<file path="config.mk">
export PLATFORM = sky130hd
export DESIGN_NAME = sram_port_arbiter
export DESIGN_NICKNAME = d
export VERILOG_FILES = /design/src/rtl/sram_port_arbiter.sv
export SDC_FILE = /design/constraint.sdc
export NUM_CORES = 1
export LEC_CHECK = 0
export BUFFER_PORTS_ARGS = -buffer_cell sky130_fd_sc_hd__buf_2
export CAP_MARGIN = 10
export CORE_ASPECT_RATIO = 0.9
export CORE_MARGIN = 2
export CORE_UTILIZATION = 50
export DETAILED_ROUTE_END_ITERATION = 12
export GPL_TIMING_DRIVEN = 0
export PLACE_DENSITY = 0.95
export SLEW_MARGIN = 5
export SYNTH_ARGS = -nofsm -noshare
export SYNTH_HDL_FRONTEND = slang
export SYNTH_SLANG_ARGS = --single-unit
</file>
<file path="constraint.sdc">
create_clock -name clk -period 3.65 [get_ports clk]
set_clock_uncertainty 0.1 [all_clocks]
set_input_delay 0 -clock clk [delete_from_list [all_inputs] [get_ports clk]]
set_output_delay 0 -clock clk [all_outputs]
set_load 0.05 [all_outputs]
</file>
<file path="src/rtl/sram_port_arbiter.sv">
// Shares one SRAM-like downstream port between instruction fetch and data access.
// Data is serviced before inst; done flags hold results until the pipeline advances.
module sram_port_arbiter #(
   parameter int ADDR_W = 32,
   parameter int DATA_W = 32
) (
   input  logic                clk,
   input  logic                rst_n,
   input  logic                i_inst_en,
   input  logic [ADDR_W-1:0]   i_inst_addr,
   output logic [DATA_W-1:0]   o_inst_rdata,
   input  logic                i_data_en,
   input  logic [DATA_W/8-1:0] i_data_wen,
   input  logic [ADDR_W-1:0]   i_data_addr,
   input  logic [DATA_W-1:0]   i_data_wdata,
   output logic [DATA_W-1:0]   o_data_rdata,
   input  logic                i_advance,
   output logic                o_stallreq,
   output logic                o_m_req,
   output logic                o_m_wr,
   output logic [DATA_W/8-1:0] o_m_wstrb,
   output logic [ADDR_W-1:0]   o_m_addr,
   output logic [DATA_W-1:0]   o_m_wdata,
   input  logic                i_m_addr_ok,
   input  logic                i_m_data_ok,
   input  logic [DATA_W-1:0]   i_m_rdata
);

   localparam logic [2:0] S_IDLE   = 3'd0;
   localparam logic [2:0] S_D_ADDR = 3'd1;
   localparam logic [2:0] S_D_DATA = 3'd2;
   localparam logic [2:0] S_I_ADDR = 3'd3;
   localparam logic [2:0] S_I_DATA = 3'd4;

   logic [2:0]          r_state;
   logic                r_inst_done;
   logic                r_data_done;
   logic                r_m_req;
   logic                r_m_wr;
   logic [DATA_W/8-1:0] r_m_wstrb;
   logic [ADDR_W-1:0]   r_m_addr;
   logic [DATA_W-1:0]   r_m_wdata;
   logic [DATA_W-1:0]   r_inst_rdata;
   logic [DATA_W-1:0]   r_data_rdata;

   logic w_inst_pend;
   logic w_data_pend;
   logic w_clear;
   logic w_complete;
   logic w_is_data;

   assign w_inst_pend = i_inst_en & ~r_inst_done;
   assign w_data_pend = i_data_en & ~r_data_done;
   assign o_stallreq  = w_inst_pend | w_data_pend;
   assign w_clear     = i_advance & ~o_stallreq;
   assign w_is_data   = (r_state == S_D_ADDR) || (r_state == S_D_DATA);

   // A same-cycle addr_ok+data_ok in an address phase completes the access outright.
   always_comb begin
      w_complete = 1'b0;
      case (r_state)
         S_D_ADDR, S_I_ADDR: w_complete = i_m_addr_ok & i_m_data_ok;
         S_D_DATA, S_I_DATA: w_complete = i_m_data_ok;
         default:            w_complete = 1'b0;
      endcase
   end

   always_ff @(posedge clk or negedge rst_n) begin
      if (!rst_n) begin
         r_state   <= S_IDLE;
         r_m_req   <= 1'b0;
         r_m_wr    <= 1'b0;
         r_m_wstrb <= '0;
         r_m_addr  <= '0;
         r_m_wdata <= '0;
      end else begin
         case (r_state)
            S_IDLE: begin
               if (w_data_pend) begin
                  r_m_addr  <= i_data_addr;
                  r_m_wdata <= i_data_wdata;
                  r_m_wstrb <= i_data_wen;
                  r_m_wr    <= |i_data_wen;
                  r_m_req   <= 1'b1;
                  r_state   <= S_D_ADDR;
               end else if (w_inst_pend) begin
                  r_m_addr  <= i_inst_addr;
                  r_m_wstrb <= '0;
                  r_m_wr    <= 1'b0;
                  r_m_req   <= 1'b1;
                  r_state   <= S_I_ADDR;
               end
            end
            S_D_ADDR: begin
               if (i_m_addr_ok) begin
                  r_m_req <= 1'b0;
                  r_state <= i_m_data_ok ? S_IDLE : S_D_DATA;
               end
            end
            S_I_ADDR: begin
               if (i_m_addr_ok) begin
                  r_m_req <= 1'b0;
                  r_state <= i_m_data_ok ? S_IDLE : S_I_DATA;
               end
            end
            S_D_DATA, S_I_DATA: begin
               if (i_m_data_ok) begin
                  r_state <= S_IDLE;
               end
            end
            default: begin
               r_m_req <= 1'b0;
               r_state <= S_IDLE;
            end
         endcase
      end
   end

   // Clear beats set on the same edge; rdata is only written by a completing read.
   always_ff @(posedge clk or negedge rst_n) begin
      if (!rst_n) begin
         r_inst_done  <= 1'b0;
         r_data_done  <= 1'b0;
         r_inst_rdata <= '0;
         r_data_rdata <= '0;
      end else begin
         if (w_clear) begin
            r_inst_done <= 1'b0;
            r_data_done <= 1'b0;
         end else if (w_complete) begin
            if (w_is_data) begin
               r_data_done <= 1'b1;
            end else begin
               r_inst_done <= 1'b1;
            end
         end
         if (w_complete && w_is_data && !r_m_wr) begin
            r_data_rdata <= i_m_rdata;
         end
         if (w_complete && !w_is_data) begin
            r_inst_rdata <= i_m_rdata;
         end
      end
   end

   assign o_m_req      = r_m_req;
   assign o_m_wr       = r_m_wr;
   assign o_m_wstrb    = r_m_wstrb;
   assign o_m_addr     = r_m_addr;
   assign o_m_wdata    = r_m_wdata;
   assign o_inst_rdata = r_inst_rdata;
   assign o_data_rdata = r_data_rdata;

endmodule
</file>
==> results.toml, run 1 <==
[run_status]
status = "finished, final reports clean"

[routing]
drtIter0Drc = 227
viasPerCell = 5.185
drt_wl_total_mm = 19.85
avgRoutedWirePerCell_um = 20.83
vias = 4941
ant_nets = 0
drc = 0
firstDrtPassIters = 5

[timing]
final_hold_viol_count = 0
drv_slew = 0
whs_ns = 0.1714
fin_setup_tns_ns = 0
rsz0062_at_grt = "no"
fmaxAchievable_ghz = 0.3962
period_share = 0.6915
tightest_slew_ns = 0.4777
relSlewSlack = 0.6815
min_period_ns = 2.524
setup_violations = 0
worst_slack_ns = 1.126

[clock_network]
numCtsBuffers = 17
cts_tree = "yes"
cts_sinks = 139
cts.path.max_buffers = 2
worstSkewPairLatency_ns = 0.43
postCtsSetupBuffers = 0
cts_resized = 0
htree_levels = 4
cts-root-buf = "clkbuf_16"
cts.clk_slew.worst_paths_ns = 0.06

[critical_path]
end_kind = "register"
cp.required_ns = 3.85
cp-start-kind = "register"
worst-setup-path-type = "reg2reg"
cp_top_family = "buffers and inverters"
slowest_delay_ns = 0.59
crit_fanout = 10
path_buf_inv = 3
crit_path_top_delay_cell = "dlygate4sd3_1"
cp_data_arrival_time_ns = 2.72
crit_chain = "nand2b_1 > buf_2 > buf_2 > mux2_2 > dlygate4sd3_1 > mux2_2"

[global_routing]
overflow = 0
grt_first_pass_wirelength_mm = 31.09
grt_pass1_vias = 5818
grt_util_all_layers = 0.3427
antenna_found_initial = 0
grt_max_degree = 98

[flow_run]
drv_cap = 0

[die]
boundaryPins = 274
die_height_um = 105.1
rows = 36
core_mm2 = 0.01095
die_area_mm2 = 0.01222
dieWidth_um = 116.3
start_util = 0.5186

[logic_synthesis]
ys_seq_area_frac = 0.6127
synth_fp_nets = 494
synthCells = 355
ys_warn_count = 0
synth.avg_cell_area_um2 = 15.99
ys_types = 29
ys_seq_elements = 139
netlist_area_mm2 = 0.005677

[finish]
finalNonFillerCells = 953
insertedDiodeCount = 0
area.growth.synth_to_final_pct = 63.61
fin_nets = 927
drive_gt1_frac = 0.6055
design_area_mm2 = 0.009288

[pwr]
p_seq_frac = 0.278
intPower_mw = 5.100
p_leak_nw = 4.483
swShare = 0.4970
powerDensity_mw_per_mm2 = 1092
p_switching_mw = 5.040
vdd_drop_max_v = 0.0008198
p_comb_frac = 0.546
clockPowerShare = 0.176

[placement]
hpwl_mm = 10.77
place_area_mm2 = 0.007267
globalplace.congestion = 0.8089
io_buffers = 273
dp_cells = 781
place_ws_ns = 1.589

[min_path]
min_path_type = "in2reg"
[worst reg2reg max path: cells and delay by family, from the launching register on]
family                 cells  cell delay, ns
AND/OR/NAND/NOR            1            0.13
flip-flops                 1            0.35
buffers and inverters      3            1.18
multiplexers               2            0.65
[Yosys cell counts, drive strengths merged]
master,number,share of area
buf,18,0.024
a21oi,1,0.00088
a22o,5,0.0077
nand3b,2,0.0026
nand2b,4,0.0044
nor3,1,0.00088
mux2,160,0.32
nand3,2,0.0018
o21ai,2,0.0024
nor2,5,0.0033
a21bo,1,0.0018
a21o,2,0.0026
and4b,1,0.0018
o21a,1,0.0013
inv,1,0.00066
a31oi,1,0.0011
a21boi,2,0.0033
nor2b,1,0.0011
nand4,1,0.0011
nor3b,1,0.0013
dfrtp,139,0.61
nand2,2,0.0013
a211oi,1,0.0035
or4,1,0.0013
[layer usage]
metal | track usage | share of wire
met1 | 0.3635 | 0.35
met2 | 0.5980 | 0.53
met3 | 0.1160 | 0.080
met4 | 0.1726 | 0.046
met5 | 0 | 0
[power by group through the flow]
stage	logic, mW	registers [mW]	clock network (mW)
global placement	5.10	2.67	0
detailed placement	5.22	2.74	0
global route	5.73	2.90	1.86
floorplan	1.31	5.37	0
finish	5.54	2.81	1.79
CTS	5.43	2.74	1.78
[stage by stage]
stage | power, mW | util
after floorplan | 6.680 | -
after global placement | 7.777 | 0.6608
after detailed placement | 7.964 | 0.6639
after CTS | 9.958 | 0.8485
after global routing | 10.49 | 0.8485
final | 10.14 | 0.8485
[flip-flops by register name, indices dropped and copies added (netlist names)]
signal / count
o_data_rdata: 32
o_inst_rdata: 32
o_m_addr: 32
o_m_wdata: 32
o_m_wstrb: 4
r_state: 3
o_m_req: 1
o_m_wr: 1
r_data_done: 1
r_inst_done: 1
[placed cells by master, fill, tap and decap left out, types with 2 or more instances in the layout]
cell / instances
dfrtp_1: 139
a22o_1: 5
nor2_1: 5
buf_2: 277
buf_4: 10
mux2_2: 156
clkinv_2: 3
clkbuf_16: 17
mux2_1: 4
bufinv_16: 3
clkinv_4: 2
a21o_1: 2
clkinvlp_4: 4
buf_6: 4
nand2b_1: 4
nand3_1: 2
inv_6: 2
dlygate4sd3_1: 139
nand3b_1: 2
nand2_1: 2
[repair_timing]
action	4_1_cts	5_1_grt
hold endpoints to repair	278	0
setup endpoints to repair	0	0
hold buffers	140	0
[final cells by class]
cell class,count,area (µm²)
repair buffers,414,2811
clock inverters,14,170.2
inverters,1,3.754
multi-input cells,197,2061
well taps,152,190.2
fillers,507,1658
flip-flops and latches,139,3478
clock buffers,18,439.2
plain buffers,18,133.9
[final timing paths]
kind | startpoint | end | slack (ns) | depth (start not counted)
worst min register to register | o_data_rdata[6] | o_data_rdata[6] | 0.38 | 1
worst min-delay path | i_data_en | o_m_wdata[25] | 0.17 | 5
max in group asynchronous | rst_n | o_m_wdata[2] | 2.45 | 4
worst max-delay path | r_data_done | o_m_addr[20] | 1.13 | 6
worst max register to register | r_data_done | o_m_addr[20] | 1.13 | 6
min in group asynchronous | rst_n | o_m_addr[26] | 0.54 | 4
[kinds of logic after synthesis]
| family | share of synthesized area |
|---|---|
| AOI/OAI and AO/OA | 0.02469 |
| buffers and inverters | 0.02424 |
| and+or+nand+nor | 0.02094 |
| DFF | 0.6127 |
| muxes | 0.3174 |
Note: power is estimated with default switching activity, not from simulation.
==> inputs of run 2 (changes only) <==
- CORE_UTILIZATION: 50 -> 46
- PLACE_DENSITY: 0.95 -> 0.89
- clock period: 3.65 -> 2.59 ns (I/O delays scaled with it)
==> run 2 against run 1 <==
Net effect: core utilization fell by 7.9 points; largest power group unchanged; sequential power rose by 40%; largest cell class unchanged; combinational power rose by 40%.
==> results.toml, run 2 (same netlist as run 1, synthesis figures left out) <==
[die]
boundaryPins = 274
start_util = 0.4719
core_mm2 = 0.01203
rows = 38
dieWidth_um = 121.1
die_area_mm2 = 0.01325
die_height_um = 109.4

[timing]
fin_setup_tns_ns = 0
tightest_slew_ns = 0.5116
rsz0062_at_grt = "no"
final_hold_viol_count = 0
period_share = 0.9503
drv_slew = 0
min_period_ns = 2.461
fmaxAchievable_ghz = 0.4063
worst_slack_ns = 0.1287
relSlewSlack = 0.6589
whs_ns = 0.007307
setup_violations = 0

[global_routing]
grt_util_all_layers = 0.2845
antenna_found_initial = 0
overflow = 0
grt_first_pass_wirelength_mm = 28.35
grt_pass1_vias = 5429
grt_max_degree = 88

[finish]
area.growth.synth_to_final_pct = 63.13
final_common_cell = "buf_2"
insertedDiodeCount = 0
fillers = 648
final_cell_mix = "277 x buf_2, 156 x mux2_2, 139 x dlygate4sd3_1, 139 x dfrtp_1, 17 x clkbuf_16"
drive_gt1_frac = 0.6008
fin_nets = 926
finalNonFillerCells = 959

[pwr]
p_switching_mw = 6.946
p_seq_frac = 0.279
p_comb_frac = 0.547
vdd_drop_max_v = 0.001203
swShare = 0.4918
clockPowerShare = 0.174
powerDensity_mw_per_mm2 = 1525
power_mw = 14.12
p_leak_nw = 4.467
intPower_mw = 7.177

[clock_network]
postCtsSetupBuffers = 0
htree_levels = 4
numCtsBuffers = 17
cts_sinks = 139
holdBufCountCts = 139
cts.clk_slew.worst_paths_ns = 0.06
cts_resized = 0
cts.path.max_buffers = 2
worstSkewPairLatency_ns = 0.42
cts-root-buf = "clkbuf_16"
cts_tree = "yes"

[critical_path]
cp-start-kind = "register"
worst-setup-path-type = "reg2reg"
r2r_slack_ns = 0.13
r2r_cells = 6
r2r-end = "o_m_addr[9]"
r2r_start = "r_data_done"
crit_fanout = 10
cp_data_arrival_time_ns = 2.66
cp.required_ns = 2.79
end_kind = "register"

[placement]
dp_cells = 789
io_buffers = 273
place_ws_ns = 0.5374
globalplace.congestion = 0.7539
hpwl_mm = 10.46

[run_status]
status = "finished, final reports clean"

[routing]
vias = 4803
drt_wl_total_mm = 18.54
drc = 0
ant_nets = 0
viasPerCell = 5.008
avgRoutedWirePerCell_um = 19.33
firstDrtPassIters = 6
drtIter0Drc = 212

[min_path]
min_path_type = "in2async"

[flow_run]
drv_cap = 0
-- run 2: cell count changes in the layout (fill, tap and decap cells not counted), sizes merged --
cell,change
buf,-1
clkbuf,+3
clkinv,-1
clkinvlp,-2
inv,-1
-- run 2: worst max-delay path by stage --
stage	start	endpoint	slack (ns)	cells past startpoint
2_1_floorplan	r_state[0]	o_data_rdata[10]	0.81	5
3_3_place_gp	rst_n	o_m_wdata[20]	-0.26	1
3_5_place_dp	r_state[0]	o_m_wdata[6]	0.54	6
4_1_cts	r_data_done	o_m_addr[22]	0.15	6
5_1_grt	r_data_done	o_m_addr[9]	0.06	6
6_report	r_data_done	o_m_addr[9]	0.13	6
-- run 2: cell type report --
| type | instances | area, µm² | area share |
|---|---|---|---|
| flip-flops and latches | 139 | 3478 | 0.3756 |
| repair buffers | 413 | 2791 | 0.3014 |
| multi-input cells | 197 | 2061 | 0.2225 |
| clock buffers | 21 | 450.4 | 0.04864 |
| well taps | 160 | 200.2 | 0.02162 |
| clock inverters | 10 | 141.4 | 0.01527 |
| plain buffers | 18 | 133.9 | 0.01446 |
| inverters | 1 | 3.754 | 0.0004054 |
-- run 2: routing by layer --
layer  track usage  wire length, µm  vias up
li1              -                -     2140
met4        0.1188              437        0
met5             0                0        -
met1        0.3010             6732     2388
met2        0.5285            10030      234
met3       0.08558             1341       41
-- run 2: power groups by stage --
stage	Combinational [mW]	Clock (mW)	Sequential, mW
3_3_place_gp	7.19	0	3.78
5_1_grt	8.01	2.59	4.04
3_5_place_dp	7.34	0	3.87
4_1_cts	7.63	2.47	3.87
6_report	7.73	2.46	3.93
2_1_floorplan	1.84	0	7.57
-- run 2: stage by stage --
stage / util / area [µm²]
finish: 0.7698 / 9260
global route: 0.7698 / 9260
global placement: 0.6021 / 7243
CTS: 0.7698 / 9260
detailed placement: 0.6050 / 7277
floorplan: - / 5677
-- run 2: critical path, cell delays in order, from the launching register on --
cell and delay (ns):
dfrtp_1 0.33, nand2b_1 0.11, buf_2 0.26, buf_2 0.32, mux2_2 0.39, dlygate4sd3_1 0.57
mux2_2 0.26
==> inputs of run 3 (changes only) <==
- CORE_UTILIZATION: 46 -> 48
- CTS_BUF_LIST: not set -> sky130_fd_sc_hd__clkbuf_4
- PLACE_DENSITY: 0.89 -> 0.92
==> run 3 against run 2 <==
Net effect: via count increased by 1.7%; sequential power is essentially flat; flip-flop and latch count did not move; cell area fell by 1.7%; die area is 4.0% lower; final cell count up 1.3%; worst hold slack gained 0.12 ns; wire length up 1.8%; critical path depth unchanged; non-clock buffer count grew 13; critical path type unchanged; largest cell class unchanged; highest routed layer unchanged.
==> results.toml, run 3 (same netlist as run 1, synthesis figures left out) <==
[critical_path]
r2r_cells = 6
crit_top_cell = "mux2_2"
r2r_start = "r_data_done"
end_kind = "register"
crit_path_top_delay_cell = "dlygate4sd3_1"
r2r-end = "o_m_addr[15]"
cp-start-kind = "register"
crit_fanout = 10
cp.required_ns = 2.91
crit_chain = "nand2b_1 > clkbuf_4 > buf_2 > mux2_2 > dlygate4sd3_1 > mux2_2"
r2r_slack_ns = 0.13
cp_data_arrival_time_ns = 2.78
slowest_delay_ns = 0.57
worst-setup-path-type = "reg2reg"

[pwr]
power_mw = 13.30
p_leak_nw = 4.414
powerDensity_mw_per_mm2 = 1461
vdd_drop_max_v = 0.001190

[routing]
drtIter0Drc = 317
drt_wl_total_mm = 18.88
viasPerCell = 5.033
ant_nets = 0
vias = 4887
avgRoutedWirePerCell_um = 19.44
firstDrtPassIters = 4
drc = 0

[timing]
period_share = 0.9485
tightest_slew_ns = 0.4467
fmaxAchievable_ghz = 0.4071
drv_slew = 0
min_period_ns = 2.457
rsz0062_at_grt = "no"
worst_slack_ns = 0.1333
relSlewSlack = 0.7012
final_hold_viol_count = 0
setup_violations = 0

[finish]
finalNonFillerCells = 971
final_common_cell = "buf_2"
fin_nets = 939
final_cell_mix = "275 x buf_2, 156 x mux2_2, 151 x dlygate4sd3_1, 139 x dfrtp_1, 19 x clkbuf_4"
drive_gt1_frac = 0.5929
area.growth.synth_to_final_pct = 60.39
design_area_mm2 = 0.009105
fillers = 649

[run_status]
status = "finished, final reports clean"

[clock_network]
numCtsBuffers = 17
cts.clk_slew.worst_paths_ns = 0.11
cts_sinks = 139
cts.path.max_buffers = 2
worstSkewPairLatency_ns = 0.54
htree_levels = 4
cts-root-buf = "clkbuf_4"
cts_tree = "yes"

[global_routing]
grt_pass1_vias = 5386
overflow = 0
grt_first_pass_wirelength_mm = 28.84
antenna_found_initial = 2
grt_max_degree = 81
grt_util_all_layers = 0.2991

[die]
boundaryPins = 274
dieWidth_um = 118.6
core_mm2 = 0.01148
die_height_um = 107.2
rows = 37
die_area_mm2 = 0.01271
start_util = 0.4944

[min_path]
min_path_type = "in2reg"
whs_path_depth = 3
min_to = "o_data_rdata[17]"
min_from = "i_m_rdata[17]"

[placement]
dp_cells = 785
place_area_mm2 = 0.007272
place_ws_ns = 0.5157
io_buffers = 273
globalplace.congestion = 0.7939
hpwl_mm = 10.51

[flow_run]
drv_cap = 0
[run 3: changes by cell type in the layout (fill, tap and decap cells not counted), moves of 2 or more]
cell | before | now
diode_2 | 0 | 2
dlygate4sd3_1 | 139 | 151
clkbuf_16 | 17 | 0
clkinv_1 | 0 | 3
buf_2 | 277 | 275
clkinv_2 | 2 | 6
clkbuf_4 | 0 | 19
clkbuf_1 | 3 | 0
[run 3: critical path, delay by kind of cell (launching register included)]
family	cells	cell delay, ns
buf+inv	3	1.10
flops	1	0.36
mux	2	0.65
simple gates	1	0.12
[run 3: area by class of cell]
type | instances | area (µm²) | area share
clock buffer | 17 | 127.6 | 0.01402
clock inverter | 15 | 156.4 | 0.01718
buffer | 18 | 138.9 | 0.01525
multi-input combinational | 197 | 2061 | 0.2263
sequential | 139 | 3478 | 0.3820
antenna | 2 | 5.005 | 0.0005497
inverter | 1 | 3.754 | 0.0004123
tap | 156 | 195.2 | 0.02144
timing repair buffer | 426 | 2939 | 0.3228
[run 3: metrics by stage]
step                      utilization  hold slack [ns]  TNS, ns
after detailed placement       0.6334         -0.09962        0
after floorplan                     -          -0.3956        0
after CTS                      0.7922          0.07406        0
final                          0.7930           0.1271        0
after global routing           0.7930          0.07420        0
after global placement         0.6304           0.1167   -35.86
[run 3: timing repair]
action,4_1_cts,5_1_grt
hold buffers,152,0
setup buffers,0,0
hold endpoints to repair,278,0
endpoints found under the setup margin,0,1
resized for setup,0,2
[run 3: where the power goes]
part	internal, mW	switching, mW	total (mW)	leakage [nW]
Combinational	2.50	5.44	7.94	2.59
Sequential	3.27	0.649	3.92	1.66
Clock	0.651	0.790	1.44	0.157
[run 3: worst max-delay path by stage]
stage	end	startpoint	slack (ns)
after CTS	o_m_addr[24]	r_data_done	0.15
after global placement	o_data_rdata[27]	rst_n	-0.27
after global routing	o_m_addr[15]	r_data_done	0.06
after detailed placement	o_m_addr[14]	r_state[0]	0.52
after floorplan	o_data_rdata[10]	r_state[0]	0.81
final	o_m_addr[15]	r_data_done	0.13
[run 3: routing by layer]
metal	up-vias	share of wire	GRT usage	routed length, µm
met2	235	0.55	0.5464	10310
li1	2168	-	-	-
met4	0	0.029	0.1335	544
met3	47	0.067	0.09574	1270
met5	-	0	0	0
met1	2437	0.36	0.3157	6754
